===== src/rtl/rule_conf_mstage.sv =====
// Multi-stage parser rule configurator: field writes go to per-stage shadows, a commit publishes one stage.
// Optional shadow readback port is compiled in when RULE_CONF_RDBK_EN is defined.
package parser_pkg;
    localparam int unsigned TYPE_NUM          = 4;
    localparam int unsigned KEY_FIELD_NUM     = 8;
    localparam int unsigned TYPE_WIDTH        = 16;
    localparam int unsigned TYPE_OFFSET_WIDTH = 8;
    localparam int unsigned KEY_OFFSET_WIDTH  = 8;
    localparam int unsigned HEAD_SHIFT_WIDTH  = 8;
    localparam int unsigned META_SHIFT_WIDTH  = 8;

    typedef struct packed {
        logic                                        typeRule_valid;
        logic [TYPE_NUM-1:0][TYPE_WIDTH-1:0]         typeData;
        logic [TYPE_NUM-1:0][TYPE_WIDTH-1:0]         typeMask;
        logic [TYPE_NUM-1:0][TYPE_OFFSET_WIDTH-1:0]  typeOffset;
        logic [KEY_FIELD_NUM-1:0][KEY_OFFSET_WIDTH:0] keyOffset;
        logic [HEAD_SHIFT_WIDTH-1:0]                 headShift;
        logic [META_SHIFT_WIDTH-1:0]                 metaShift;
    } type_rule_t;
endpackage

module rule_conf_mstage
    import parser_pkg::*;
#(
    parameter int unsigned STAGE_NUM = 4,
    parameter int unsigned RULE_NUM  = 32
) (
    input  logic                          i_clk,
    input  logic                          i_rst_n,
    input  logic                          i_rule_wren,
    input  logic [31:0]                   i_rule_wdata,
    input  logic [31:0]                   i_rule_addr,
    output logic                          o_rule_ready,
    output logic [2:0]                    o_cfg_err,
    output logic [STAGE_NUM*RULE_NUM-1:0] o_typeRule_wren,
    output type_rule_t [STAGE_NUM-1:0]    o_type_rule,
    input  logic                          i_rule_rden,
    output logic [31:0]                   o_rule_rdata,
    output logic                          o_rule_rvalid
);
    localparam int unsigned SW  = (STAGE_NUM > 1) ? $clog2(STAGE_NUM) : 1;
    localparam int unsigned RW  = (RULE_NUM > 1) ? $clog2(RULE_NUM) : 1;
    localparam int unsigned TIW = (TYPE_NUM > 1) ? $clog2(TYPE_NUM) : 1;
    localparam int unsigned KIW = (KEY_FIELD_NUM > 1) ? $clog2(KEY_FIELD_NUM) : 1;

    typedef enum logic [1:0] {S_IDLE, S_COMMIT, S_PULSE} state_t;

    state_t                        r_state, w_state_nxt;
    type_rule_t [STAGE_NUM-1:0]    r_shadow;
    type_rule_t                    w_commit_rule;
    logic [SW-1:0]                 r_cs;
    logic [RW-1:0]                 r_cr;
    logic [2:0]                    r_err, w_err_set, w_err_clr;
    logic                          w_accept, w_commit;
    logic [STAGE_NUM*RULE_NUM-1:0] r_wren, w_wren_sel;
    logic [3:0]                    w_stage;
    logic [2:0]                    w_op;
    logic [5:0]                    w_idx;
    logic [SW-1:0]                 w_sidx;
    logic                          w_unused_addr;

    assign w_stage       = i_rule_addr[15:12];
    assign w_op          = i_rule_addr[10:8];
    assign w_idx         = i_rule_addr[5:0];
    assign w_sidx        = w_stage[SW-1:0];
    assign w_unused_addr = ^{i_rule_addr[31:16], i_rule_addr[11], i_rule_addr[7:6]};

    // Error priority: busy, then stage range, then per-op index range
    always_comb begin
        w_err_set = '0;
        w_accept  = 1'b0;
        if (i_rule_wren) begin
            if (r_state != S_IDLE) begin
                w_err_set[2] = 1'b1;
            end else if (w_op != 3'd7 && 32'(w_stage) >= STAGE_NUM) begin
                w_err_set[0] = 1'b1;
            end else begin
                case (w_op)
                    3'd0:       w_err_set[1] = (32'(w_idx) >= RULE_NUM);
                    3'd1, 3'd2: w_err_set[1] = (32'(w_idx) >= TYPE_NUM);
                    3'd3:       w_err_set[1] = (32'(w_idx) >= KEY_FIELD_NUM);
                    default:    w_err_set[1] = 1'b0;
                endcase
                w_accept = ~w_err_set[1];
            end
        end
        w_commit  = w_accept && (w_op == 3'd0);
        w_err_clr = (w_accept && w_op == 3'd7) ? i_rule_wdata[2:0] : '0;
        w_commit_rule                = r_shadow[w_sidx];
        w_commit_rule.typeRule_valid = i_rule_wdata[0];
    end

    always_ff @(posedge i_clk or negedge i_rst_n) begin
        if (!i_rst_n) r_state <= S_IDLE;
        else          r_state <= w_state_nxt;
    end

    always_comb begin
        w_state_nxt  = r_state;
        o_rule_ready = 1'b0;
        case (r_state)
            S_IDLE: begin
                o_rule_ready = 1'b1;
                if (w_commit) w_state_nxt = S_COMMIT;
            end
            S_COMMIT: w_state_nxt = S_PULSE;
            S_PULSE:  w_state_nxt = S_IDLE;
            default:  w_state_nxt = S_IDLE;
        endcase
    end

    always_comb begin
        w_wren_sel = '0;
        for (int unsigned s = 0; s < STAGE_NUM; s++) begin
            for (int unsigned r = 0; r < RULE_NUM; r++) begin
                if (r_cs == SW'(s) && r_cr == RW'(r)) w_wren_sel[s*RULE_NUM+r] = 1'b1;
            end
        end
    end

    // The rule is published on the edge entering COMMIT, so it is already stable while wren pulses
    always_ff @(posedge i_clk or negedge i_rst_n) begin
        if (!i_rst_n) begin
            r_shadow    <= '0;
            o_type_rule <= '0;
            r_cs        <= '0;
            r_cr        <= '0;
            r_err       <= '0;
            r_wren      <= '0;
        end else begin
            r_err  <= (r_err & ~w_err_clr) | w_err_set;
            r_wren <= (r_state == S_COMMIT) ? w_wren_sel : '0;
            if (w_commit) begin
                o_type_rule[w_sidx] <= w_commit_rule;
                r_cs                <= w_sidx;
                r_cr                <= w_idx[RW-1:0];
            end
            if (w_accept) begin
                case (w_op)
                    3'd1: begin
                        r_shadow[w_sidx].typeData[w_idx[TIW-1:0]] <= i_rule_wdata[16 +: TYPE_WIDTH];
                        r_shadow[w_sidx].typeMask[w_idx[TIW-1:0]] <= i_rule_wdata[0 +: TYPE_WIDTH];
                    end
                    3'd2: r_shadow[w_sidx].typeOffset[w_idx[TIW-1:0]] <= i_rule_wdata[0 +: TYPE_OFFSET_WIDTH];
                    3'd3: r_shadow[w_sidx].keyOffset[w_idx[KIW-1:0]] <=
                              {i_rule_wdata[16], i_rule_wdata[0 +: KEY_OFFSET_WIDTH]};
                    3'd4: r_shadow[w_sidx].headShift <= i_rule_wdata[0 +: HEAD_SHIFT_WIDTH];
                    3'd5: r_shadow[w_sidx].metaShift <= i_rule_wdata[0 +: META_SHIFT_WIDTH];
                    default: ;
                endcase
            end
        end
    end

    assign o_cfg_err       = r_err;
    assign o_typeRule_wren = r_wren;

`ifdef RULE_CONF_RDBK_EN
    logic [31:0] w_rdata, r_rdata;
    logic        r_rvalid;

    always_comb begin
        w_rdata = '0;
        if (w_op == 3'd7) begin
            w_rdata[2:0] = r_err;
        end else if (32'(w_stage) < STAGE_NUM) begin
            case (w_op)
                3'd0: begin
                    w_rdata[31]    = o_rule_ready;
                    w_rdata[30:28] = r_err;
                    w_rdata[0]     = o_type_rule[w_sidx].typeRule_valid;
                end
                3'd1: if (32'(w_idx) < TYPE_NUM) begin
                    w_rdata[16 +: TYPE_WIDTH] = r_shadow[w_sidx].typeData[w_idx[TIW-1:0]];
                    w_rdata[0 +: TYPE_WIDTH]  = r_shadow[w_sidx].typeMask[w_idx[TIW-1:0]];
                end
                3'd2: if (32'(w_idx) < TYPE_NUM)
                    w_rdata[0 +: TYPE_OFFSET_WIDTH] = r_shadow[w_sidx].typeOffset[w_idx[TIW-1:0]];
                3'd3: if (32'(w_idx) < KEY_FIELD_NUM) begin
                    w_rdata[16] = r_shadow[w_sidx].keyOffset[w_idx[KIW-1:0]][KEY_OFFSET_WIDTH];
                    w_rdata[0 +: KEY_OFFSET_WIDTH] =
                        r_shadow[w_sidx].keyOffset[w_idx[KIW-1:0]][KEY_OFFSET_WIDTH-1:0];
                end
                3'd4: w_rdata[0 +: HEAD_SHIFT_WIDTH] = r_shadow[w_sidx].headShift;
                3'd5: w_rdata[0 +: META_SHIFT_WIDTH] = r_shadow[w_sidx].metaShift;
                default: ;
            endcase
        end
    end

    always_ff @(posedge i_clk or negedge i_rst_n) begin
        if (!i_rst_n) begin
            r_rdata  <= '0;
            r_rvalid <= 1'b0;
        end else begin
            r_rvalid <= i_rule_rden;
            if (i_rule_rden) r_rdata <= w_rdata;
        end
    end

    assign o_rule_rdata  = r_rdata;
    assign o_rule_rvalid = r_rvalid;
`else
    logic w_unused_rd;
    assign w_unused_rd   = i_rule_rden;
    assign o_rule_rdata  = '0;
    assign o_rule_rvalid = 1'b0;
`endif
endmodule


===== config.mk =====
export PLATFORM = sky130hd
export DESIGN_NAME = rule_conf_mstage
export DESIGN_NICKNAME = d
export VERILOG_FILES = /design/src/rtl/rule_conf_mstage.sv
export SDC_FILE = /design/constraint.sdc
export NUM_CORES = 2
export LEC_CHECK = 0
export CAP_MARGIN = 10
export CORE_AREA = 10 10 470 472
export DETAILED_ROUTE_END_ITERATION = 7
export DIE_AREA = 0 0 480 482
export HOLD_SLACK_MARGIN = 0.03
export PLACE_DENSITY_LB_ADDON = 0.3
export SLEW_MARGIN = 20
export SYNTH_ARGS = -nofsm -noshare
export SYNTH_HDL_FRONTEND = slang
export SYNTH_SLANG_ARGS = --single-unit
export TNS_END_PERCENT = 1

===== constraint.sdc =====
create_clock -name i_clk -period 2.2 [get_ports i_clk]
set_input_delay 0.44 -clock i_clk [delete_from_list [all_inputs] [get_ports i_clk]]
set_output_delay 0.44 -clock i_clk [all_outputs]
set_load 0.005 [all_outputs]

==> out/qor.txt <==
port bufs - 1175
result of the run - finished with violations
worst rel slew slack - 39.80%
maximum vdd ir drop - 0.8981 mV
placed standard-cell area - 0.09865 sq mm
pin count of the biggest net entering global routing - 103
clock-pin slew on the worst setup and hold paths - 0.07 ns
number of endpoints with negative hold slack in the final report - 0
fraction of final layout cells with drive strength greater than 1 - 43.22%
antenna violation net count after detailed routing - 0
max-cap check violation count - 0
number of different library cells in the post-synthesis netlist - 46
period utilization - 107.7%
detailed-routed wire length on met3 - 21000 microns
routability cong. - 0.8076
M1 wire length - 112700 microns
all-layer global routing usage - 22.06%
largest driver fanout on the critical path - 27
Detail Placement HPWL - 187400 microns
post-layout util - 50.66%
data required time of the critical path - 2.93 ns
sequential-to-total area share from yosys stat - 67.22%
number of antenna violations at the first check in global routing - 32
final standard cell area without fillers - 0.1070 sq mm
failing checks - negative setup slack
Final TNS setup - -75.64 ns
starting utilization of the core area - 37.50%
highest layer used for signal routing - met5
Die X - 480 microns
pwr dens - 748.4 mW/mm^2
WS Path Type - reg2reg
Synth Warn # - 0
layout-stage area growth over the synthesis result - 35.07%
Setup-failing EPs final - 1292
endpoint class of the critical path - register
worst-margin pin slew - 0.9030 ns
GRT Residual Overflow - 0
Clock Tree Root - clkbuf_16
CTS sink count - 2128
main flop type after synthesis - dfrtp_1
share of flip-flops with an asynchronous set or reset - 100.0%
post-route DRC violation count - 0
clock tree from TritonCTS - built
most common cell after layout, fill and taps aside - dfrtp_1
shortest period the worst path allows - 2.370 ns
area of the mapped netlist - 0.07922 sq mm
total number of placement rows - 169
Final nets - 6391
leading cell types in the layout, fill and taps excluded - 2112 x dfrtp_1, 1670 x mux2_2, 697 x clkdlybuf4s50_1
crit path launch type - register
setup skew after layout - 0.05630 ns
via total after detailed routing - 46.98k
first-pass GRT wire length - 373500 microns
Mean Syn Cell Area - 16.59 sq um
total count of max-transition violations in the final report - 0
Pre-antenna DRT Iters - 5
PnR worst setup slack - -0.1702 ns
sum of met2 wire segment lengths after detailed routing - 120300 microns
vias per cell - 5.033
number of enable flip-flop cells after synthesis - 0
Avg WL per Cell - 28.23 microns
Total Routed Length - 263500 microns
number of instances in the synthesized netlist - 4774
data arrival time at the worst-slack endpoint - 3.10 ns
Max Freq - 421.9 MHz
vias in the first global route - 49.75k
CTS H-tree depth - 4
area of the die - 0.2314 sq mm
reported leakage power - 55.20 nW
RSZ-0062 raised after global routing - true
CTS Buf Count - 213
worst-skew pair later-pin latency - 0.86 ns
die boundary height - 482 microns
kind of path behind the tightest hold check - in2reg
core outline area - 0.2112 sq mm
number of flip-flops and latches in the synthesized netlist - 2128
drt first-iter violations - 2577
buffer levels on the longest clock path - 3
count of boundary I/O pins - 1229
==> report_power, final <==
part	internal (W)	total (W)	switching [W]
Sequential	0.0395	0.0398	0.000228
Combinational	0.000969	0.00296	0.00199
Clock	0.0216	0.0374	0.0158
==> synthesized netlist by cell type (2+ instances only) <==
cell type / instances / share of area [%]
buf_4: 35 / 0.33
buf_6: 3 / 0.043
nand3b_1: 4 / 0.038
or2_2: 3 / 0.024
inv_1: 2 / 0.0095
o2bb2ai_1: 2 / 0.022
and3_1: 3 / 0.024
nor3_4: 10 / 0.21
nor3b_1: 3 / 0.028
and3b_1: 2 / 0.022
nand4_1: 5 / 0.039
nor2b_1: 9 / 0.071
nand3_1: 17 / 0.11
mux2_1: 81 / 1.2
mux2_2: 1914 / 27
nand2b_1: 4 / 0.032
clkbuf_1: 161 / 0.76
or3b_2: 2 / 0.022
nand2_1: 56 / 0.27
nor4b_1: 2 / 0.022
o21ai_0: 2 / 0.013
buf_2: 100 / 0.63
nor3_2: 16 / 0.20
nor4_2: 15 / 0.24
dfrtp_1: 2128 / 67
nor2_1: 144 / 0.68
buf_1: 23 / 0.11
nor4_4: 9 / 0.24
a2111oi_0: 2 / 0.022
==> state kept, by name, indices dropped and copies added, names as in the netlist <==
register / flops
r_state: 2
o_cfg_err: 3
o_typeRule_wren: 128
o_type_rule: 996
r_cr: 5
r_cs: 2
r_shadow: 992
==> routing by layer <==
metal	global-route usage, %	vias up
li1	-	19792
met1	29.08	25386
met2	34.48	1472
met3	6.870	331
met4	7.736	2
met5	0	-
==> final timing paths <==
path / startpoint / endpoint / slack [ns] / cells past startpoint
worst min register to register: r_shadow[850] / o_type_rule[850] / 0.46 / 1
worst max register to register: r_state[1] / o_type_rule[63] / -0.17 / 7
worst max-delay path: r_state[1] / o_type_rule[63] / -0.17 / 7
max in group asynchronous: i_rst_n / o_type_rule[752] / 1.02 / 3
min in group asynchronous: i_rst_n / r_shadow[894] / 0.18 / 2
worst min-delay path: i_rule_wdata[1] / r_shadow[868] / 0.15 / 2
==> final cells by class <==
cell class                 count  area [sq um]
inverter                       2         7.507
tap                         2821          3530
clock inverter                75          1023
clock buffer                 311          6231
fill                       17605        104200
multi-input combinational   2354         25890
antenna                       20         50.05
timing repair buffer        1624         17010
sequential                  2128         53270
==> worst max-delay path, stage by stage (launching register included) <==
cell and delay, ns:
dfrtp_2 0.44, or4b_4 0.56, nor4_4 0.18, buf_6 0.17, nand2_4 0.05, buf_12 0.15
buf_12 0.25, mux2_1 0.32
==> logic make-up (layout without fill, tap and decap cells) <==
logic type	count (synthesis)	count (layout)	synth area share (%)
DFF	2128	2128	67.22
muxes	1995	1995	28.36
and+or+nand+nor	314	314	2.383
other	1	53	0.004733
buffers and inverters	324	2012	1.887
xor gates and xnor gates	1	1	0.01106
AOI/OAI and AO/OA	11	11	0.1406
==> what timing repair did <==
| action | 4_1_cts | 5_1_grt |
|---|---|---|
| buffers inserted | 4 | 4 |
| pin swaps | 16 | 13 |
| cloned | 2 | 3 |
| hold endpoints to repair | 1087 | 0 |
| resized for setup | 650 | 158 |
| setup endpoints to repair | 2808 | 2630 |
| hold buffers | 3 | 0 |
==> per-stage QoR <==
stage / cells / setup slack, ns / total power, W / hold slack, ns
after floorplan: 4806 / -0.2300 / 0.04121 / 0.1444
after global placement: 8914 / -1.064 / 0.04336 / 0.4242
after detailed placement: 8914 / -1.038 / 0.04343 / 0.4237
after CTS: 9309 / -0.1809 / 0.08098 / 0.07044
after global routing: 9327 / -0.2223 / 0.08277 / 0.09725
final: 9335 / -0.1702 / 0.08008 / 0.1521
(Power assumes the default switching activity.)
